==> config.mk <==
export PLATFORM = sky130hd
export DESIGN_NAME = alu_req_scheduler_flat
export DESIGN_NICKNAME = d
export VERILOG_FILES = /design/src/rtl/alu_req_scheduler_if.sv /design/src/rtl/alu_req_scheduler.sv /design/src/flat_wrapper.sv
export SDC_FILE = /design/constraint.sdc
export NUM_CORES = 1
export LEC_CHECK = 0
export ABC_AREA = 1
export BUFFER_PORTS_ARGS = -buffer_cell sky130_fd_sc_hd__buf_4
export CAP_MARGIN = 20
export CORE_ASPECT_RATIO = 0.9
export CORE_MARGIN = 1.5
export CORE_UTILIZATION = 40
export DETAILED_ROUTE_END_ITERATION = 6
export PLACE_DENSITY_LB_ADDON = 0.3
export SLEW_MARGIN = 20
export SYNTH_ARGS = -nofsm -noshare
export SYNTH_HDL_FRONTEND = slang
export SYNTH_SLANG_ARGS = --single-unit
export TNS_END_PERCENT = 20
==> constraint.sdc <==
create_clock -name clk -period 1.2 [get_ports clk]
set_input_delay 0.06 -clock clk [delete_from_list [all_inputs] [get_ports clk]]
set_output_delay 0.06 -clock clk [all_outputs]
set_load 0.02 [all_outputs]
==> src/rtl/alu_req_scheduler_if.sv <==
// Requester/ALU signal bundle for alu_req_scheduler.
// master: requesters plus the shared ALU; slave: the scheduler.
interface alu_req_scheduler_if #(
  parameter int unsigned BITS = 5
);
  // Requester side
  logic            req0;
  logic            req1;
  logic [1:0]      op0;
  logic [1:0]      op1;
  logic [BITS-1:0] a0;
  logic [BITS-1:0] b0;
  logic [BITS-1:0] a1;
  logic [BITS-1:0] b1;
  logic            done0;
  logic            done1;

  // Shared ALU side
  logic [BITS-1:0] alu_a;
  logic [BITS-1:0] alu_b;
  logic [1:0]      alu_ctrl;
  logic [BITS-1:0] alu_result;
  logic [3:0]      alu_flags;

  // Status and completed-operation outputs
  logic [BITS-1:0] result;
  logic [3:0]      flags;
  logic            busy;
  logic            grant_id;

  modport master (
    output req0, req1, op0, op1, a0, b0, a1, b1, alu_result, alu_flags,
    input  done0, done1, alu_a, alu_b, alu_ctrl, result, flags, busy, grant_id
  );

  modport slave (
    input  req0, req1, op0, op1, a0, b0, a1, b1, alu_result, alu_flags,
    output done0, done1, alu_a, alu_b, alu_ctrl, result, flags, busy, grant_id
  );
endinterface

==> src/rtl/alu_req_scheduler.sv <==
// Round-robin scheduler sharing one combinational 4-op ALU between two
// requesters; IDLE -> EXEC -> DONE per operation with a one-cycle done pulse.
module alu_req_scheduler #(
  parameter int unsigned BITS = 5
) (
  input logic               clk,
  input logic               reset,
  alu_req_scheduler_if.slave bus
);

  typedef enum logic [1:0] {
    IDLE = 2'd0,
    EXEC = 2'd1,
    DONE = 2'd2
  } state_t;

  state_t          state;
  state_t          state_nxt;

  logic [1:0]      op_q;
  logic [BITS-1:0] a_q;
  logic [BITS-1:0] b_q;
  logic [BITS-1:0] result_q;
  logic [3:0]      flags_q;
  logic            grant_q;
  logic            last_q;
  logic            mask_q;

  logic            elig0;
  logic            elig1;
  logic            win_any;
  logic            winner;

  // mask_q is high only in the IDLE cycle right after DONE; it blocks the
  // requester just served (grant_q) so a late-dropping req is not re-served.
  always_comb begin
    elig0   = bus.req0 & ~(mask_q & ~grant_q);
    elig1   = bus.req1 & ~(mask_q &  grant_q);
    win_any = elig0 | elig1;
    winner  = (elig0 & elig1) ? ~last_q : elig1;
  end

  always_comb begin
    state_nxt = state;
    case (state)
      IDLE:    if (win_any) state_nxt = EXEC;
      EXEC:    state_nxt = DONE;
      DONE:    state_nxt = IDLE;
      default: state_nxt = IDLE;
    endcase
  end

  always_ff @(posedge clk or posedge reset) begin
    if (reset) begin
      state <= IDLE;
    end else begin
      state <= state_nxt;
    end
  end

  always_ff @(posedge clk or posedge reset) begin
    if (reset) begin
      op_q     <= '0;
      a_q      <= '0;
      b_q      <= '0;
      grant_q  <= 1'b0;
      last_q   <= 1'b1;
      mask_q   <= 1'b0;
      result_q <= '0;
      flags_q  <= '0;
    end else begin
      mask_q <= (state == DONE);
      if (state == IDLE && win_any) begin
        op_q    <= winner ? bus.op1 : bus.op0;
        a_q     <= winner ? bus.a1  : bus.a0;
        b_q     <= winner ? bus.b1  : bus.b0;
        grant_q <= winner;
        last_q  <= winner;
      end
      if (state == EXEC) begin
        result_q <= bus.alu_result;
        flags_q  <= bus.alu_flags;
      end
    end
  end

  assign bus.alu_a    = a_q;
  assign bus.alu_b    = b_q;
  assign bus.alu_ctrl = op_q;
  assign bus.result   = result_q;
  assign bus.flags    = flags_q;
  assign bus.busy     = (state != IDLE);
  assign bus.grant_id = grant_q;
  assign bus.done0    = (state == DONE) & ~grant_q;
  assign bus.done1    = (state == DONE) &  grant_q;

endmodule

==> src/flat_wrapper.sv <==
// flat-port wrapper written by rule: the top's interface ports become plain ports
module alu_req_scheduler_flat 
#(
  parameter int unsigned BITS = 5
)
  (clk, reset, bus_req0, bus_req1, bus_op0, bus_op1, bus_a0, bus_b0, bus_a1, bus_b1, bus_alu_result, bus_alu_flags, bus_done0, bus_done1, bus_alu_a, bus_alu_b, bus_alu_ctrl, bus_result, bus_flags, bus_busy, bus_grant_id);
  alu_req_scheduler_if #(.BITS(BITS)) bus_i ();
  input logic clk;
  input logic reset;
  input wire logic [$bits(bus_i.req0)-1:0] bus_req0;
  input wire logic [$bits(bus_i.req1)-1:0] bus_req1;
  input wire logic [$bits(bus_i.op0)-1:0] bus_op0;
  input wire logic [$bits(bus_i.op1)-1:0] bus_op1;
  input wire logic [$bits(bus_i.a0)-1:0] bus_a0;
  input wire logic [$bits(bus_i.b0)-1:0] bus_b0;
  input wire logic [$bits(bus_i.a1)-1:0] bus_a1;
  input wire logic [$bits(bus_i.b1)-1:0] bus_b1;
  input wire logic [$bits(bus_i.alu_result)-1:0] bus_alu_result;
  input wire logic [$bits(bus_i.alu_flags)-1:0] bus_alu_flags;
  output wire logic [$bits(bus_i.done0)-1:0] bus_done0;
  output wire logic [$bits(bus_i.done1)-1:0] bus_done1;
  output wire logic [$bits(bus_i.alu_a)-1:0] bus_alu_a;
  output wire logic [$bits(bus_i.alu_b)-1:0] bus_alu_b;
  output wire logic [$bits(bus_i.alu_ctrl)-1:0] bus_alu_ctrl;
  output wire logic [$bits(bus_i.result)-1:0] bus_result;
  output wire logic [$bits(bus_i.flags)-1:0] bus_flags;
  output wire logic [$bits(bus_i.busy)-1:0] bus_busy;
  output wire logic [$bits(bus_i.grant_id)-1:0] bus_grant_id;
  assign bus_i.req0 = bus_req0;
  assign bus_i.req1 = bus_req1;
  assign bus_i.op0 = bus_op0;
  assign bus_i.op1 = bus_op1;
  assign bus_i.a0 = bus_a0;
  assign bus_i.b0 = bus_b0;
  assign bus_i.a1 = bus_a1;
  assign bus_i.b1 = bus_b1;
  assign bus_i.alu_result = bus_alu_result;
  assign bus_i.alu_flags = bus_alu_flags;
  assign bus_done0 = bus_i.done0;
  assign bus_done1 = bus_i.done1;
  assign bus_alu_a = bus_i.alu_a;
  assign bus_alu_b = bus_i.alu_b;
  assign bus_alu_ctrl = bus_i.alu_ctrl;
  assign bus_result = bus_i.result;
  assign bus_flags = bus_i.flags;
  assign bus_busy = bus_i.busy;
  assign bus_grant_id = bus_i.grant_id;
  alu_req_scheduler #(.BITS(BITS)) u_core (.clk(clk), .reset(reset), .bus(bus_i));
endmodule
==> impl_metrics.toml, run 1 <==
[clock_tree]
numCtsBuffers = 3
post_cts_buffers = 0
clock-root-buffer = "clkbuf_4"
cts.clk_slew.worst_paths_ps = 130
clk_latency_ps = 320
htreeDepth = 1
cts_tree = "built"
cts_sinks = 26
cts_max_path_buffers = 2

[sta]
fin_crit_sh = 1.00
fin_crit_ps = 1200
finalHoldViolCount = 0
max_slew_margin = 0.786
clock_skew_ps = 2.12
worst_slack_ps = -4.56
worst_slew_pin_slew_ps = 321
setup_violations = 1
max_clock_freq_ghz = 0.830
rsz0062_at_grt = "true"
timing.hold.ws_ps = 26.6
drv_slew = 0

[yosys]
syn_nets = 204
ys_seq_elements = 26
synthCells = 167
yosysSeqAreaShare = 0.517
avgSynthCellArea_sq_um = 7.55
yosysWarnings = 0
synth_area_sq_um = 1260
ys_types = 15

[floorplan]
dieArea_sq_um = 3500
core_area_sq_um = 3020
die-width_um = 62.2
initial_core_util = 0.418
die_h_um = 56.3
rows = 19
pin_count = 62

[global_routing]
grt_pass1_vias = 1229
overflow = 0
grt_max_degree = 27
grt.busiest_layer = "met2"
use_met2 = 0.335
met3_usage = 0.0461
grt_use_total = 0.189
grtUsageMet1 = 0.226
grt_pass1_wl_mm = 5.26
antenna_found_initial = 0

[critical_path]
start_kind = "flip-flop"
crit_start = "u_core.state[0]"
reg2reg_setup_slack_ps = 10
required_ps = 1140
cp-end-kind = "primary output"
cp_max_fo = 4
reg2reg_from = "u_core.bus.grant_id"
endpoint = "bus_done1"
r2r-end = "u_core.bus.alu_ctrl[1]"
arrival_ps = 1140
critical_path_class = "flip-flop to primary output"
ff2ff_path_depth = 7

[outcome]
violations = "negative setup slack"
status = "finished, violations left"

[detailed_routing]
wl_per_cell_um = 10.6
num_vias = 1269
antenna_left = 0
dr.pass1.iters = 4
routed_wl_mm = 3.00
via_per_inst = 4.48
drcViolationCount = 0
drt_iter0_markers = 53

[placement]
place.gp.congestion = 0.785
port-buffer-count = 61
hpwlAfterDp_mm = 2.13
pre_cts_ws_ps = -11.0
placed_area_sq_um = 1790

[layout]
fin_nets = 279
area.growth.synth_to_final_pct = 54.9
antenna-diode-count = 0
drive_gt1_frac = 0.357
fin_util = 0.647
final_cell_mix = "nand2_1 (66), buf_4 (63), inv_1 (27)"
mostFrequentLayoutCell = "nand2_1"
fin_area_sq_um = 1950

[power_and_ir_drop]
total_power_mw = 4.64
p_per_area_nw_per_um2 = 2380
vdd_drop_max_v = 0.00149
p_leak_nw = 1.14

[worst_hold_path]
hp-class = "primary input to flip-flop"

[run]
maxCapViolCount = 0
cell usage after synthesis:
| cell type | instances | area, sq um |
|---|---|---|
| nand3_1 | 25 | 125 |
| clkinv_1 | 1 | 3.75 |
| nand2_1 | 68 | 255 |
| buf_2 | 3 | 15.0 |
| a21oi_4 | 1 | 16.3 |
| o21ai_0 | 1 | 5.00 |
| dfstp_2 | 1 | 26.3 |
| nor2_1 | 2 | 7.51 |
| nor3_1 | 2 | 10.0 |
| buf_4 | 1 | 7.51 |
| dfrtp_1 | 25 | 626 |
| inv_1 | 29 | 109 |
| nand2_2 | 4 | 25.0 |
| buf_6 | 2 | 22.5 |
| inv_2 | 2 | 7.51 |
per-stage QoR:
step / setup TNS (ps) / cells
after global routing: -811 / 283
after global placement: 0 / 269
after CTS: -9.80 / 283
final: -4.56 / 283
after detailed placement: -17.2 / 269
after floorplan: -268 / 167
logic make-up after synthesis:
family | Yosys count | synth area share
AO/OA/AOI/OAI | 2 | 0.0169
buffers and inverters | 38 | 0.131
AND/OR/NAND/NOR | 101 | 0.335
flip-flops | 26 | 0.517
routing by layer:
layer  share of wire  vias to the layer above
li1                -                      641
met1            0.43                      579
met2            0.50                       41
met3           0.058                        8
met4           0.019                        0
met5               0                        -
power breakdown:
| group | switching, mW | internal (mW) |
|---|---|---|
| Sequential | 0.260 | 1.33 |
| Clock | 0.250 | 0.186 |
| Combinational | 1.53 | 1.09 |
sequential cells by signal, summed over array words and instances (netlist names):
register / cells
u_core.bus.grant_id: 1
u_core.bus.alu_ctrl: 2
u_core.bus.flags: 4
u_core.mask_q: 1
u_core.bus.alu_a: 5
u_core.last_q: 1
u_core.bus.alu_b: 5
u_core.state: 2
u_core.bus.result: 5
critical path, cell delays in order, from the launching register on:
cell and delay [ps]:
dfrtp_1 440, nor3_1 210, buf_4 180
final cells by class:
type,count,area [sq um]
inverters,32,123
multi-input cells,103,464
well taps,42,52.6
flip-flops and latches,26,653
repair buffers,76,624
fillers,291,1070
clock buffers,4,36.3
timing repair:
action / CTS / global route
endpoints found under the hold margin: 34 / 0
gates resized for setup: 6 / 3
pin swaps: 0 / 1
setup endpoints to repair: 15 / 26
hold buffers: 10 / 0
how the worst min path moves through the flow:
stage          cells after the start  slack [ps]                   to  startpoint
2_1_floorplan                      1         100  u_core.bus.alu_a[0]       reset
3_3_place_gp                       3         140  u_core.bus.alu_b[1]       reset
3_5_place_dp                       3         140  u_core.bus.flags[1]       reset
4_1_cts                            5          20  u_core.bus.alu_b[4]   bus_b0[4]
5_1_grt                            5          30  u_core.bus.alu_b[4]   bus_b0[4]
6_report                           5          30  u_core.bus.alu_b[4]   bus_b0[4]
Power figures use the tool's default switching activity.
==> run 2, diff against run 1 <==
Settings changed: ABC_AREA 1 to default.
==> impl_metrics.toml, run 2 <==
[outcome]
status = "finished, violations left"
violations = "negative setup slack"

[yosys]
yosysSeqAreaShare = 0.534
netlist_top_cells_area = "dfrtp_1 (51%), mux2_2 (23%), mux2_4 (9.8%)"
synth_common_cells = "dfrtp_1 (25), mux2_2 (25), mux2_4 (8)"
syn_nets = 117
synthCells = 80
synth-edff-count = 0
ys.flop_type = "dfrtp_1"
ys_seq_elements = 26
yosysWarnings = 0
async_flop_share = 1.00
ys_types = 19
avgSynthCellArea_sq_um = 15.3
synth_area_sq_um = 1220
synth_top_area_share = 0.512
yosysTopAreaCell = "dfrtp_1"

[layout]
fin_nets = 202
mostFrequentLayoutCell = "buf_4"
seqCellArea_sq_um = 653
area.growth.synth_to_final_pct = 68.9
fill_cells = 200
fin_area_sq_um = 2060
final_cell_mix = "buf_4 (65), mux2_4 (24), dfrtp_1 (24)"
multi_input_area_sq_um = 601
drive_gt1_frac = 0.738
antenna-diode-count = 0
fin_util = 0.732

[placement]
port-buffer-count = 61
place.gp.congestion = 0.705
placed_area_sq_um = 1830
hpwlAfterDp_mm = 2.10

[power_and_ir_drop]
pwr-share-seq = 0.295
p_leak_nw = 1.04
internal_power_mw = 3.54
vdd_drop_max_v = 0.00136
p_switching_mw = 1.94
p_comb_frac = 0.593
p_per_area_nw_per_um2 = 2660
sw_frac_of_total = 0.354
clkPwrFrac = 0.112

[clock_tree]
htreeDepth = 1
post_cts_buffers = 0
clk_latency_ps = 330
cts_sinks = 26
numCtsBuffers = 3
cts_max_path_buffers = 2
cts_tree = "built"
clock-root-buffer = "clkbuf_4"
cts.clk_slew.worst_paths_ps = 150

[global_routing]
antenna_found_initial = 0
grt_pass1_vias = 1038
met3_usage = 0.0398
grt_max_degree = 27
grt.busiest_layer = "met2"
grt_use_total = 0.187
use_met2 = 0.343
overflow = 0
grtUsageMet1 = 0.215
grt_pass1_wl_mm = 4.75

[critical_path]
ff2ff_path_depth = 5
worstPathCellList = "nand2_2, o211ai_4, buf_6, mux2_4, mux2_4"
required_ps = 1430
reg2reg_setup_slack_ps = -470
cp_max_fo = 6
cp-end-kind = "flip-flop"
arrival_ps = 1900
reg2reg_from = "u_core.last_q"
cp_common_cell = "mux2_4"
critical_path_class = "flip-flop to flip-flop"
critPathSlowestCell = "dfstp_2"
slowest_delay_ps = 560
start_kind = "flip-flop"
r2r-end = "u_core.bus.alu_a[3]"

[detailed_routing]
num_vias = 940
drcViolationCount = 0
routed_wl_mm = 2.99
via_per_inst = 4.61
dr.pass1.iters = 3
wl_per_cell_um = 14.6
drt_iter0_markers = 21
antenna_left = 0

[sta]
setup_violations = 17
max_slew_margin = 0.778
fin_crit_ps = 1670
worst_slew_pin_slew_ps = 332
worst_slack_ps = -470
finalHoldViolCount = 0
clock_skew_ps = 2.28
drv_slew = 0
rsz0062_at_grt = "true"
fin_crit_sh = 1.39
max_clock_freq_ghz = 0.599

[worst_hold_path]
hp-class = "primary input to flip-flop"
hold_path.startpoint = "bus_a0[2]"
whs_endpoint = "u_core.bus.alu_a[2]"
min_path_cells = 3

[floorplan]
die_h_um = 55.4
initial_core_util = 0.434
die-width_um = 61.2
dieArea_sq_um = 3390
pin_count = 62
core_area_sq_um = 2820
rows = 18

[run]
maxCapViolCount = 0
[run 2: changes by cell type after synthesis, moves of 3 or more]
cell	change
mux2_2	+25
nand3_1	-25
inv_1	-25
mux2_4	+8
nand2_1	-67
nand2_2	-3
[run 2: final cells by class]
type / count / share of cell area
inverter: 4 / 0.00728
sequential: 26 / 0.317
clock inverter: 1 / 0.0146
multi-input combinational: 47 / 0.291
tap: 40 / 0.0243
timing repair buffer: 83 / 0.335
clock buffer: 3 / 0.0109
[run 2: per-stage QoR]
step	hold slack, ps	instances	power (mW)	worst slack, ps	TNS [ps]
final	73.0	204	5.48	-470	-6330
after global placement	132	190	4.45	-450	-5650
after CTS	68.3	204	5.45	-475	-6520
after floorplan	99.3	80	3.42	-459	-5450
after detailed placement	140	190	4.58	-510	-6330
after global routing	67.4	204	5.76	-514	-7300
[run 2: logic make-up after synthesis]
logic type,count (synthesis),share of synthesized area
AO/OA/AOI/OAI,2,0.0215
AND/OR/NAND/NOR,10,0.0574
multiplexers,35,0.345
buffers and inverters,7,0.0420
flip-flops,26,0.534
[run 2: critical path: cells and delay by family (launching register included)]
family | cells | cell delay, ps
AO/OA/AOI/OAI | 1 | 210
multiplexers | 2 | 560
buffers and inverters | 1 | 170
flip-flops | 1 | 560
AND/OR/NAND/NOR | 1 | 70
[run 2: how the worst max path moves through the flow]
stage / slack, ps / startpoint / cells past startpoint / to
finish: -470 / u_core.last_q / 5 / u_core.bus.alu_a[3]
CTS: -480 / u_core.last_q / 5 / u_core.bus.alu_a[3]
global placement: -450 / u_core.last_q / 5 / u_core.bus.alu_a[1]
detailed placement: -510 / u_core.last_q / 5 / u_core.bus.alu_b[2]
floorplan: -460 / u_core.last_q / 5 / u_core.bus.alu_a[1]
global route: -510 / u_core.last_q / 5 / u_core.bus.alu_a[3]
[run 2: repair_timing]
| item | in CTS | in global routing |
|---|---|---|
| pin swaps | 4 | 2 |
| cloned | 0 | 0 |
| hold buffers | 10 | 0 |
| resized for setup | 17 | 5 |
| endpoints found under the setup margin | 27 | 27 |
| endpoints found under the hold margin | 34 | 0 |
[run 2: layer usage]
| layer | share of wire | vias to the layer above |
|---|---|---|
| met5 | 0 | - |
| met2 | 0.56 | 38 |
| met1 | 0.38 | 459 |
| met4 | 0.0054 | 0 |
| met3 | 0.062 | 2 |
| li1 | - | 441 |
[run 2: power groups by stage]
stage	Combinational [mW]	Sequential, mW	Clock (mW)
final	3.25	1.62	0.612
after detailed placement	2.97	1.62	0
after floorplan	1.35	2.06	0
after global routing	3.43	1.68	0.652
after global placement	2.87	1.58	0
after CTS	3.21	1.61	0.622
==> run 3, diff against run 2 <==
Settings changed: CELL_PAD_IN_SITES_DETAIL_PLACEMENT from default to 1, CELL_PAD_IN_SITES_GLOBAL_PLACEMENT from default to 1, CORE_UTILIZATION 40 to 31.
==> impl_metrics.toml, run 3 (same netlist as run 2, synthesis figures left out) <==
[outcome]
status = "finished, violations left"
violations = "negative setup slack"

[critical_path]
reg2reg_setup_slack_ps = -460
required_ps = 1350
critical_path_class = "flip-flop to flip-flop"
start_kind = "flip-flop"
arrival_ps = 1810
r2r-end = "u_core.bus.alu_b[4]"
cp_max_fo = 5
reg2reg_from = "u_core.last_q"
ff2ff_path_depth = 5
cp-end-kind = "flip-flop"

[worst_hold_path]
whs_endpoint = "u_core.bus.result[2]"
min_path_cells = 2
hold_path.startpoint = "bus_alu_result[2]"
hp-class = "primary input to flip-flop"

[sta]
setup_violations = 18
rsz0062_at_grt = "true"
worst_slew_pin_slew_ps = 332
finalHoldViolCount = 0
max_slew_margin = 0.779
max_clock_freq_ghz = 0.602
fin_crit_sh = 1.38
drv_slew = 0
fin_crit_ps = 1660
clock_skew_ps = 1.29
worst_slack_ps = -462

[floorplan]
pin_count = 62
dieArea_sq_um = 4330
core_area_sq_um = 3760
die_h_um = 62.5
die-width_um = 69.2
initial_core_util = 0.325
rows = 21

[detailed_routing]
via_per_inst = 4.50
drt_iter0_markers = 18
dr.pass1.iters = 3
drcViolationCount = 0
num_vias = 900
routed_wl_mm = 2.86
antenna_left = 0
wl_per_cell_um = 14.3

[layout]
mostFrequentLayoutCell = "buf_4"
fin_nets = 192
fill_cells = 398
seqCellArea_sq_um = 652
final_cell_mix = "buf_4 (64), dfrtp_1 (25), mux2_4 (24)"
fin_area_sq_um = 1970
instances_no_fill = 200
antenna-diode-count = 0
multi_input_area_sq_um = 601
drive_gt1_frac = 0.773
area.growth.synth_to_final_pct = 61.6

[placement]
hpwlAfterDp_mm = 2.22
place.gp.congestion = 0.732
placed_area_sq_um = 1820
dp.cells = 194
port-buffer-count = 61
pre_cts_ws_ps = -512

[clock_tree]
cts_tree = "built"
numCtsBuffers = 3
cts.clk_slew.worst_paths_ps = 90
cts_sinks = 26
htreeDepth = 1
cts_max_path_buffers = 2
clock-root-buffer = "clkbuf_8"
clk_latency_ps = 260

[power_and_ir_drop]
vdd_drop_max_v = 0.00106
p_per_area_nw_per_um2 = 2710
p_leak_nw = 1.00

[global_routing]
overflow = 0
grt_pass1_wl_mm = 4.95
grt_pass1_vias = 1039
grt_max_degree = 27
antenna_found_initial = 0
grt_use_total = 0.140

[run]
maxCapViolCount = 0
-- run 3: area by class of cell --
class | count | area share
clock buffer | 4 | 0.0279
inverter | 4 | 0.00761
multi-input combinational | 47 | 0.304
sequential | 26 | 0.330
tap | 46 | 0.0292
timing repair buffer | 73 | 0.301
-- run 3: timing repair --
| action | 4_1_cts | 5_1_grt |
|---|---|---|
| pin swaps | 1 | 3 |
| resized for setup | 13 | 8 |
| hold endpoints to repair | 25 | 0 |
| hold buffers | 1 | 0 |
| endpoints found under the setup margin | 27 | 26 |
| setup buffers | 0 | 1 |
-- run 3: where the power goes --
group | switching (mW) | leakage [nW] | internal (mW) | total, mW
logic | 1.34 | 0.669 | 1.83 | 3.18
clock network | 0.261 | 0.0288 | 0.293 | 0.554
registers | 0.283 | 0.306 | 1.34 | 1.63
total | 1.89 | 1.00 | 3.47 | 5.36
-- run 3: worst max-delay path by stage --
stage | startpoint | to | slack, ps
after floorplan | u_core.last_q | u_core.bus.alu_a[1] | -460
after global placement | u_core.last_q | u_core.bus.alu_a[1] | -450
after detailed placement | u_core.last_q | u_core.bus.alu_a[2] | -510
after CTS | u_core.last_q | u_core.bus.alu_a[2] | -470
after global routing | u_core.last_q | u_core.bus.alu_b[2] | -500
final | u_core.last_q | u_core.bus.alu_b[4] | -460
-- run 3: stage by stage --
stage | setup TNS (ps) | utilization | power (mW) | hold WS, ps
after floorplan | -5450 | - | 3.42 | 99.3
after global placement | -5830 | 0.485 | 4.48 | 137
after detailed placement | -6760 | 0.485 | 4.57 | 163
after CTS | -6600 | 0.515 | 5.31 | 13.6
after global routing | -7190 | 0.525 | 5.67 | 11.8
final | -6340 | 0.525 | 5.36 | 25.0
-- run 3: critical path, stage by stage, from the launching register on --
cell,delay [ps]
dfstp_2,560
nand2_2,60
o211ai_4,200
buf_6,170
mux2_4,300
mux2_4,260
-- run 3: per-layer routing --
| layer | wire (um) | track usage |
|---|---|---|
| met1 | 1210 | 0.177 |
| met2 | 1490 | 0.244 |
| met3 | 126 | 0.0194 |
| met4 | 34 | 0.0515 |
| met5 | 0 | 0 |
